$ cat src/rtl/exception_arbiter_pkg.sv
// Shared encodings for the exception arbiter: FSM states and exception cause codes.
package exception_arbiter_pkg;

  typedef enum logic [1:0] {
    ST_IDLE    = 2'b00,
    ST_REQ     = 2'b01,
    ST_HANDLER = 2'b10
  } state_t;

  typedef logic [1:0] ex_type_t;

  localparam ex_type_t EX_INPUT    = 2'd0;
  localparam ex_type_t EX_OVFL     = 2'd1;
  localparam ex_type_t EX_ACCINV   = 2'd2;
  localparam ex_type_t EX_MISALIGN = 2'd3;

endpackage

$ cat src/rtl/exc_priority_enc.sv
// Masked priority encoder: AccInv > Misalign > ovfl > ready input interrupt.
// Also flags a sync source that is high while its enable bit is clear.
module exc_priority_enc
  import exception_arbiter_pkg::*;
(
  input  logic       ovfl,
  input  logic       acc_inv,
  input  logic       misalign,
  input  logic       input_ready,
  input  logic [3:0] enable_mask,
  output logic       valid,
  output ex_type_t   ex_type,
  output logic       masked_sync
);

  always_comb begin
    valid   = 1'b1;
    ex_type = EX_INPUT;
    if (acc_inv && enable_mask[2]) begin
      ex_type = EX_ACCINV;
    end else if (misalign && enable_mask[3]) begin
      ex_type = EX_MISALIGN;
    end else if (ovfl && enable_mask[1]) begin
      ex_type = EX_OVFL;
    end else if (input_ready && enable_mask[0]) begin
      ex_type = EX_INPUT;
    end else begin
      valid = 1'b0;
    end
  end

  assign masked_sync = (ovfl     && !enable_mask[1]) ||
                       (acc_inv  && !enable_mask[2]) ||
                       (misalign && !enable_mask[3]);

endmodule

$ cat src/rtl/exception_arbiter.sv
// Exception arbiter: picks one sync exception or pending input interrupt,
// hands it to the core sequencer and tracks kernel mode until handler completion.
module exception_arbiter
  import exception_arbiter_pkg::*;
#(
  parameter int DROP_W = 8
) (
  input  logic              CLK,
  input  logic              Reset,
  input  logic              ovfl,
  input  logic              AccInv,
  input  logic              Misalign,
  input  logic              InputRecv,
  input  logic              boundary,
  input  logic [3:0]        enable_mask,
  input  logic              exc_ack,
  input  logic              exc_done,
  output logic              exc_req,
  output logic [1:0]        ExType,
  output logic              KernelMode,
  output logic              InputRst,
  output logic [DROP_W-1:0] drop_count
);

  state_t            state_reg, state_next;
  ex_type_t          ex_type_reg;
  logic              pending_reg;
  logic              input_rst_reg;
  logic [DROP_W-1:0] drop_reg;

  logic     enc_valid;
  ex_type_t enc_type;
  logic     masked_sync;

  exc_priority_enc u_prio (
    .ovfl        (ovfl),
    .acc_inv     (AccInv),
    .misalign    (Misalign),
    .input_ready (pending_reg && boundary),
    .enable_mask (enable_mask),
    .valid       (enc_valid),
    .ex_type     (enc_type),
    .masked_sync (masked_sync)
  );

  logic any_sync, take_req, ack_ok, input_clear, drop_hit;
  assign any_sync    = ovfl || AccInv || Misalign;
  assign take_req    = (state_reg == ST_IDLE) && enc_valid;
  assign ack_ok      = (state_reg == ST_REQ) && exc_ack;
  assign input_clear = ack_ok && (ex_type_reg == EX_INPUT);
  // Outside IDLE every sync source is dropped; inside IDLE only masked ones.
  assign drop_hit    = (state_reg == ST_IDLE) ? masked_sync : any_sync;

  always_ff @(posedge CLK or negedge Reset) begin
    if (!Reset) state_reg <= ST_IDLE;
    else        state_reg <= state_next;
  end

  always_comb begin
    state_next = state_reg;
    unique case (state_reg)
      ST_IDLE:    if (enc_valid) state_next = ST_REQ;
      ST_REQ:     if (exc_ack)   state_next = ST_HANDLER;
      ST_HANDLER: if (exc_done)  state_next = ST_IDLE;
      default:                   state_next = ST_IDLE;
    endcase
  end

  always_comb begin
    exc_req    = (state_reg == ST_REQ);
    KernelMode = (state_reg == ST_HANDLER);
    ExType     = ex_type_reg;
    InputRst   = input_rst_reg;
    drop_count = drop_reg;
  end

  always_ff @(posedge CLK or negedge Reset) begin
    if (!Reset) begin
      ex_type_reg   <= EX_INPUT;
      pending_reg   <= 1'b0;
      input_rst_reg <= 1'b0;
      drop_reg      <= '0;
    end else begin
      if (take_req) ex_type_reg <= enc_type;
      if (input_clear)    pending_reg <= 1'b0;
      else if (InputRecv) pending_reg <= 1'b1;
      input_rst_reg <= input_clear;
      if (drop_hit && (drop_reg != '1)) drop_reg <= drop_reg + 1'b1;
    end
  end

endmodule

$ cat config.mk
export PLATFORM = sky130hd
export DESIGN_NAME = exception_arbiter
export DESIGN_NICKNAME = d
export VERILOG_FILES = /design/src/rtl/exception_arbiter_pkg.sv /design/src/rtl/exc_priority_enc.sv /design/src/rtl/exception_arbiter.sv
export SDC_FILE = /design/constraint.sdc
export NUM_CORES = 1
export LEC_CHECK = 0
export CAP_MARGIN = 25
export CORE_MARGIN = 2
export CORE_UTILIZATION = 38
export CTS_CLUSTER_DIAMETER = 50
export DETAILED_ROUTE_END_ITERATION = 6
export HOLD_SLACK_MARGIN = 0.08
export PLACE_DENSITY = 0.73
export SLEW_MARGIN = 20
export SYNTH_ARGS = -nofsm -noshare
export SYNTH_HDL_FRONTEND = slang
export SYNTH_SLANG_ARGS = --single-unit
$ cat constraint.sdc
create_clock -name CLK -period 1.5 [get_ports CLK]
set_input_delay 0.3 -clock CLK [delete_from_list [all_inputs] [get_ports CLK]]
set_output_delay 0.3 -clock CLK [all_outputs]
set_load 0.02 [all_outputs]
==> reports/metrics.csv <==
stage;metric;value;unit
timing;final worst slack;-0.0146;ns
timing;worst-case clock skew;0.00349;ns
global_route;largest net degree at the start of global routing;15;
worst_setup_path;Critical Path End;drop_count[1]$_DFFE_PN0P_;
drt;Pre-Repair DR Iteration Count;4;
final_layout;ANT cells;0;
floorplanning;total core area;0.00173;mm^2
yosys;Synth Net Count;75;
floorplanning;initial core utilization;40.4;%
final_layout;layout cells sized above 1;33.7;%
yosys;Syn Area/Cell;11.4;um^2
final_layout;cell area after layout;0.00117;mm^2
worst_setup_path;CP startpoint;state_reg[0]$_DFFE_PN0P_;
yosys;mapped cell area;698;um^2
worst_setup_path;R2R Path End;drop_count[1]$_DFFE_PN0P_;
final_layout;fillcell total;138;
place;post-DP HPWL;1250;um
drt;total vias in the final route;697;
clock_tree;Root Buffer;clkbuf_4;
global_route;Tot GR Track Use;17.1;%
floorplanning;die height;46.9;um
worst_setup_path;CP cell instances;buf_6 -> nor3b_4 -> o2111ai_4 -> o21a_4 -> mux2_4;
worst_setup_path;Critical Path End Type;flip-flop;
global_route;first-pass GRT wire length;2620;um
worst_setup_path;startpoint types;flip-flop;
drt;antenna-violating nets left;0;
yosys;ys flop type;dfrtp_1;
clock_tree;CTS tree;yes;
yosys;Async SR Flop Fraction;100;%
clock_tree;hold_buf cts;0;
drt;Routed WL per cell;13.0;um
power_and_ir_drop;Tot Pwr;0.00231;W
place;number of port buffers;25;
floorplanning;num rows;15;
final_layout;most common cell after layout, fill and taps aside;dfrtp_1;
drt;Remaining DRCs;0;
yosys;Synth cell types;30;
drt;initial drt markers;16;
clock_tree;Max clock buf depth;2;
yosys;Post-synth EDFFs;0;
run_status;failing checks;setup timing;
drt;Post-Route WL;1670;um
final_layout;most frequent cells in the layout;dfrtp_1 (13), clkdlybuf4s50_1 (12), buf_4 (12), dlygate4sd2_1 (11), buf_6 (4);
power_and_ir_drop;Cell Pwr Density;1970;mW/mm^2
yosys;FF+latch count, synth;14;
power_and_ir_drop;Leak;0.529;nW
clock_tree;clock sink total;14;
yosys;Synth Instances;61;
clock_tree;Reg clk slew, reported paths;0.09;ns
worst_setup_path;CP max FO;4;
run_status;run status;finished, violations left;
min_path;type of the tightest min-delay check;primary input to asynchronous set/reset pin;
timing;Tightest Pin Transition;0.387;ns
worst_setup_path;Crit path required time;1.67;ns
timing;Worst slew margin;73.9;%
timing;pins over their slew limit;0;
worst_setup_path;r2r startpoint;state_reg[0]$_DFFE_PN0P_;
final_layout;Total Nets Final;119;
final_layout;Sequential cell area;352;um^2
clock_tree;number of CTS-inserted buffers;3;
final_layout;area grow syn2layout;67.6;%
global_route;grt ovf;0;
worst_setup_path;Critical Path Stages;5;
worst_setup_path;slowest CP cell;dfrtp_1;
clock_tree;H-tree depth;1;
floorplanning;IO Pins;26;
floorplanning;chip width;46.9;um
place;Inst Count DP;123;
worst_setup_path;Arr. time, crit path;1.68;ns
clock_tree;Skew-Pair Late Insertion Delay;0.28;ns
power_and_ir_drop;maximum vdd drop;1.13;mV
floorplanning;Die Area;0.00220;mm^2
drt;number of vias per cell;5.40;
worst_setup_path;Critical path buffers and inverters;1;
flow_run;max_cap viols;0;
worst_setup_path;Worst R2R Setup Slack;-0.01;ns
worst_setup_path;crit-path leading delay family;flip-flops;
final_layout;number of flip-flops in the largest register;8;
final_layout;post-route insts no fill;129;
global_route;antenna violations before repair;0;
worst_setup_path;critical path class;flip-flop to flip-flop;
timing;TNS Setup;-0.0347;ns
timing;RSZ-0062 raised after global routing;yes;
timing;crit path time final;1.51;ns
timing;Peak Freq;660;MHz
place;Placed Area;0.00107;mm^2
timing;Setup violations, final;3;
global_route;number of global-route vias before repair;639;
worst_setup_path;R2R depth;5;
final_layout;multi-input logic area;388;um^2
place;dpl ws;-0.279;ns
place;routability congestion estimate;0.827;
timing;Hold Vio Cnt, Final;0;
yosys;synth warn;0;
timing;Final Cycle Share;101;%
yosys;post-synthesis sequential area ratio;50.2;%
worst_setup_path;delay of the slowest critical-path stage;0.41;ns
## worst reg2reg max path, delay by kind of cell, from the launching register on
| kind | cells | cell delay [ns] |
|---|---|---|
| simple gates | 1 | 0.23 |
| buf+inv | 1 | 0.14 |
| compound gates | 2 | 0.33 |
| flops | 1 | 0.41 |
| mux | 1 | 0.30 |
## how the worst min path moves through the flow
stage	cells past startpoint	startpoint	to	slack (ns)
finish	2	Reset	drop_count[4]$_DFFE_PN0P_	0.32
global route	2	Reset	drop_count[1]$_DFFE_PN0P_	0.32
CTS	2	Reset	drop_count[4]$_DFFE_PN0P_	0.32
detailed placement	1	ExType[1]$_DFFE_PN0P_	InputRst$_DFF_PN0_	0.48
global placement	1	ExType[1]$_DFFE_PN0P_	InputRst$_DFF_PN0_	0.49
floorplan	0	Reset	ExType[0]$_DFFE_PN0P_	0.004
## cells by family after synthesis
family	count (synthesis)	synth area share (%)
compound gates	20	22.4
simple gates	18	16.1
flops	14	50.2
buf+inv	3	1.61
mux	3	5.38
xor+xnor	2	2.51
fa+ha+maj	1	1.79
## what timing repair did
item | 4_1_cts | 5_1_grt
endpoints found under the setup margin | 19 | 10
hold endpoints to repair | 0 | 0
setup buffers | 0 | 2
cloned | 0 | 0
resized for setup | 20 | 14
pin swaps | 4 | 4
## stage by stage
step                utilization, %  hold WS, ns
floorplan                        -      0.00441
global placement              62.2        0.485
detailed placement            62.2        0.482
CTS                           63.3        0.321
global route                  67.8        0.322
finish                        67.8        0.324
## cell usage after synthesis (2+ instances only)
library cell | count | share of area, %
nand4_1 | 2 | 1.8
o21ai_0 | 3 | 2.1
nand2_1 | 3 | 1.6
inv_1 | 3 | 1.6
a22oi_1 | 2 | 2.1
a21oi_1 | 2 | 1.4
a211o_2 | 2 | 2.9
mux2_2 | 2 | 3.2
nand2b_1 | 3 | 2.7
nor2_1 | 2 | 1.1
and3_1 | 3 | 2.7
a31oi_1 | 3 | 2.7
dfrtp_1 | 14 | 50
## report_power, final
group,total (W),switching [W],leakage (nW),internal (W)
combinational,0.00129,0.000620,0.341,0.000675
clock,0.000270,0.000122,0.0210,0.000148
sequential,0.000744,0.000186,0.167,0.000558
## routing by layer
layer	vias up	GRT usage, %	part of all wire, %
met2	28	27.7	48
met5	-	0	0
met1	338	19.7	44
met3	4	5.00	6.1
li1	327	-	-
met4	0	11.1	1.1
## area by class of cell
cell class | instances | area share, %
Clock buffer | 4 | 3.10
Inverter | 3 | 0.963
Multi-Input combinational cell | 44 | 33.2
Sequential cell | 14 | 30.1
Tap cell | 25 | 2.67
Timing Repair Buffer | 39 | 30.1
No activity file was read; power rests on OpenSTA's default activity.
==> edit 1 (config.mk and constraints unchanged) <==
Encoding of `state_t`: now one-hot (3 bits for 3 states).
--- a/src/rtl/exception_arbiter_pkg.sv
+++ b/src/rtl/exception_arbiter_pkg.sv
@@ -1,10 +1,10 @@
 // Shared encodings for the exception arbiter: FSM states and exception cause codes.
 package exception_arbiter_pkg;
 
-  typedef enum logic [1:0] {
-    ST_IDLE    = 2'b00,
-    ST_REQ     = 2'b01,
-    ST_HANDLER = 2'b10
+  typedef enum logic [2:0] {
+    ST_IDLE    = 3'b001,
+    ST_REQ     = 3'b010,
+    ST_HANDLER = 3'b100
   } state_t;
 
   typedef logic [1:0] ex_type_t;
Formal check against the unedited RTL: same outputs for any inputs over 10 cycles, from zero or initial values and one cycle with Reset low; not proved beyond that.
==> edit 1 against the unedited design <==
  * The flow still finishes with violations (setup timing)
  * Area after synthesis is 14% higher
  * Power is 5.8% higher
  * Combinational power is 10% higher
  * Fmax is 6.2% lower
  * Worst setup slack worse by 100 ps
  * Sequential cell count is 1 higher
  * Final cell count is 22% higher
  * Sequential power is 6.2% higher
  * Final area is 15% higher
  * Routed wire length is 17% higher
  * Largest power group unchanged
==> edit 1: results (changes against the unedited design) <==
- Dpl hpwl: 1.474 mm (was 1.246 mm)
- Mapped Cells: 77 (was 61)
- Max Root-Sink Buffers: 2 (unchanged)
- Dpl ws: -469.8 ps (was -279.0 ps)
- CP max-delay cell: dfrtp_2 (was dfrtp_1)
- Fill cell count: 162 (was 138)
- CP max stage delay: 450 ps (was 410 ps)
- Initial antenna violation count: 0 (unchanged)
- Part of the power in combinational logic: 58.1% (was 56.1%)
- Largest net degree at the start of global routing: 16 (was 15)
- Global-route wire length before repair: 3.429 mm (was 2.615 mm)
- Hold WC Path Type: input pin to asynchronous set/reset pin (unchanged)
- Final nets: 145 (was 119)
- Clock group: 232 uW (was 270 uW)
- Worst slew margin: 75.59% (was 73.86%)
- Leading post-synthesis cells by cell area: dfrtp_1 (44%), nand2_1 (4.7%), dfstp_2 (3.3%), nor2_1 (3.3%), o311ai_4 (3.3%) (was dfrtp_1 (50%), mux2_2 (3.2%), a211o_2 (2.9%), a31oi_1 (2.7%), and3_1 (2.7%))
- Area occupied by multi-input gates: 473.0 sq um (was 387.9 sq um)
- GRT Total Usage: 18.32% (was 17.14%)
- Hold slack: 330.2 ps (was 323.8 ps)
- P_leak: 0.6386 nW (was 0.5291 nW)
- Critical R2R Capture: drop_count[4] (was drop_count[1])
- Clk_lat worst skew: 280 ps (about the same)
- Final setup violation count: 9 (was 3)
- VDD IR max: 0.001001 V (was 0.001132 V)
- Vias in the first global route: 812 (was 639)
- Clock Skew: 7.685 ps (was 3.487 ps)
- Routed vias: 791 (was 697)
- Post-CTS setup buffers: 9 (was 0)
- Post-CTS Resized: 30 (was 20)
- RR Startpoint: state_reg[1] (was state_reg[0])
- Status: finished with violations (unchanged)
- Worst Path Max Fanout: 6 (was 4)
- PD cells: 1815 nW/um^2 (was 1973 nW/um^2)
- DR pass1 iterations: 4 (unchanged)
- Final worst slack: -114.5 ps (was -14.55 ps)
- WL/cell: 12.49 um (was 12.97 um)
- Syn nets: 91 (was 75)
- Failing checks: setup timing (unchanged)
- Number of DRC markers in iteration 0: 10 (was 16)
- P_int: 1.470 mW (was 1.380 mW)
- Sequential share of the synthesized area: 47.25% (was 50.18%)
- Vias per inst: 5.038 (was 5.403)
- Gpl congestion: 0.8140 (was 0.8270)
- Placed insts: 143 (was 123)
- Fin Setup TNS: -635.5 ps (was -34.73 ps)
## edit 1: cell types whose count changed in the layout (fill, tap and decap cells not counted), moves of 2 or more
cell | before | now
a211o_2 | 2 | 0
a21oi_2 | 0 | 2
a31oi_1 | 3 | 0
and2b_1 | 0 | 2
buf_4 | 12 | 20
dfrtp_1 | 13 | 10
dfrtp_2 | 1 | 4
nand2_1 | 3 | 9
nand3_1 | 1 | 3
nor2_1 | 2 | 6
## edit 1: critical path: cells and delay by family, from the launching register on
family                 cells  cell delay, ps
AOI/OAI and AO/OA          1             150
buffers and inverters      1             130
DFF                        1             450
muxes                      1             300
and+or+nand+nor            2             470
## edit 1: cell families after synthesis
kind of cell,after synthesis,synth area share [%]
and+or+nand+nor,41,29.98
xor gates and xnor gates,2,2.198
DFF,15,47.25
buffers and inverters,1,0.4705
adders and majority gates,1,1.570
AOI/OAI and AO/OA,13,12.87
muxes,4,5.651
## edit 1: layer usage
layer / track usage, % / vias to the layer above / routed length [um]
met5: 0 / - / 0
met4: 6.944 / 0 / 9
met3: 3.636 / 2 / 85
met2: 32.22 / 21 / 971
met1: 21.81 / 375 / 895
li1: - / 393 / -
## edit 1: layout make-up
type | instances | share of cell area [%]
clock buffer | 3 | 1.673
clock inverter | 1 | 0.3717
inverter | 1 | 0.2788
multi-input combinational | 61 | 35.13
sequential | 15 | 28.35
tap | 27 | 2.509
timing repair buffer | 49 | 31.69
## edit 1: worst max-delay path by stage
stage | startpoint | end | slack (ps) | cells after the start
floorplan | state_reg[0] | drop_count[6] | -40 | 4
global placement | Misalign | drop_count[7] | -420 | 6
detailed placement | enable_mask[3] | drop_count[4] | -470 | 5
CTS | state_reg[1] | drop_count[4] | -130 | 5
global route | state_reg[0] | drop_count[4] | -190 | 4
finish | state_reg[1] | drop_count[4] | -110 | 5
==> edit 2 (config.mk and constraints unchanged) <==
Without the edit above. The parameter `DROP_W` goes from 8 to 7.
--- a/src/rtl/exception_arbiter.sv
+++ b/src/rtl/exception_arbiter.sv
@@ -3,7 +3,7 @@
 module exception_arbiter
   import exception_arbiter_pkg::*;
 #(
-  parameter int DROP_W = 8
+  parameter int DROP_W = 7
 ) (
   input  logic              CLK,
   input  logic              Reset,
Interface: changed (resized drop_count); port bits go from 26 to 25. The function was not compared with the original's and may differ.
==> edit 2 against the unedited design <==
  * The flow still finishes with violations (setup timing)
  * Combinational power shrank 19%
  * Final area shrank 15%
  * Routed wire length shrank 13%
  * Sequential power shrank 7.9%
  * Power shrank 16%
  * Core utilization shrank 3.3 points
  * Area after synthesis shrank 9.0%
  * Sequential cell count shrank 1
  * Worst setup slack lost 280 ps
  * Critical path type unchanged
  * Critical endpoint is now drop_count[2]
==> edit 2: results (changes against the unedited design) <==
- Mapped Cells: 60 (was 61)
- Fill cell count: 156 (was 138)
- PortBufs: 24 (was 25)
- Max reg flops: 7 (was 8)
- Part of the power in combinational logic: 54.2% (was 56.1%)
- Syn nets: 74 (was 75)
- CP arrival: 1940 ps (was 1680 ps)
- Share of cells above drive strength 1: 22.92% (was 33.65%)
- Post-Synth Adder-Cell Area: 1.969% (was 1.792%)
- GRT Total Usage: 16.90% (was 17.14%)
- VDD IR max: 0.001066 V (was 0.001132 V)
- Leading post-synthesis cells by cell area: dfrtp_1 (51%), mux2_1 (5.3%), nand3_1 (3.9%), nor2_1 (3.5%), nand2_1 (3.0%) (was dfrtp_1 (50%), mux2_2 (3.2%), a211o_2 (2.9%), a31oi_1 (2.7%), and3_1 (2.7%))
- Largest net degree at the start of global routing: 14 (was 15)
- Final worst slack: -292.4 ps (was -14.55 ps)
- Dpl hpwl: 1.144 mm (was 1.246 mm)
- Vias in the first global route: 589 (was 639)
- Failing checks: setup timing (unchanged)
- Distinct cells, synth: 31 (was 30)
- Clock group: 205 uW (was 270 uW)
- Worst-margin pin slew: 422.4 ps (was 386.7 ps)
- Status: finished with violations (unchanged)
- WL/cell: 13.03 um (was 12.97 um)
- Final nets: 111 (was 119)
- Critical R2R Capture: drop_count[2] (was drop_count[1])
- P_leak: 0.4699 nW (was 0.5291 nW)
- Vias per inst: 5.446 (was 5.403)
- Final setup violation count: 7 (was 3)
- Power share of the clock group: 10.5% (was 11.7%)
- Clock Skew: 4.020 ps (was 3.487 ps)
- Clk_lat worst skew: 260 ps (was 280 ps)
- Routed vias: 610 (was 697)
==> edit 2: cells by family after synthesis <==
family,after synthesis
AND/OR/NAND/NOR,29
AO/OA/AOI/OAI,11
flip-flops,13
multiplexers,3
adder cells (fa/ha/maj),1
buffers and inverters,1
XOR/XNOR,2
==> edit 2: worst max path at each step <==
| stage | start | endpoint | cells after the start |
|---|---|---|---|
| floorplan | state_reg[1] | drop_count[2] | 4 |
| global placement | enable_mask[3] | drop_count[1] | 6 |
| detailed placement | enable_mask[1] | drop_count[1] | 6 |
| CTS | state_reg[0] | drop_count[2] | 5 |
| global route | state_reg[0] | drop_count[2] | 5 |
| finish | state_reg[1] | drop_count[2] | 5 |
==> edit 2: critical path, stage by stage, from the launching register on <==
cell and delay, ps:
dfrtp_2 440, or3b_1 360, a222oi_1 330, buf_4 200
nor2b_2 60, mux2_4 290
==> edit 2: through the flow <==
step	setup TNS [ps]	hold WS (ps)	worst slack, ps	area (sq um)
3_3_place_gp	-4223	483.4	-589.1	959.7
3_5_place_dp	-4654	480.4	-647.2	959.7
4_1_cts	-1761	327.0	-289.6	977.2
2_1_floorplan	-2535	4.409	-447.3	639.4
5_1_grt	-2519	337.2	-394.2	993.5
6_report	-1723	330.0	-292.4	993.5
==> edit 2: routing by layer <==
layer | track usage, % | wire [um] | vias to the layer above
li1 | - | - | 295
met1 | 18.23 | 585 | 290
met2 | 29.57 | 758 | 21
met3 | 4.400 | 91 | 4
met4 | 10.00 | 23 | 0
met5 | 0 | 0 | -
==> edit 2: layout make-up <==
cell class                 instances  area (sq um)  share of cell area (%)
clock buffer                       4         26.28                   2.645
inverter                           1         3.754                  0.3778
multi-input combinational         46         325.3                   32.75
sequential                        13         326.6                   32.87
tap                               16         20.02                   2.015
timing repair buffer              32         291.5                   29.35
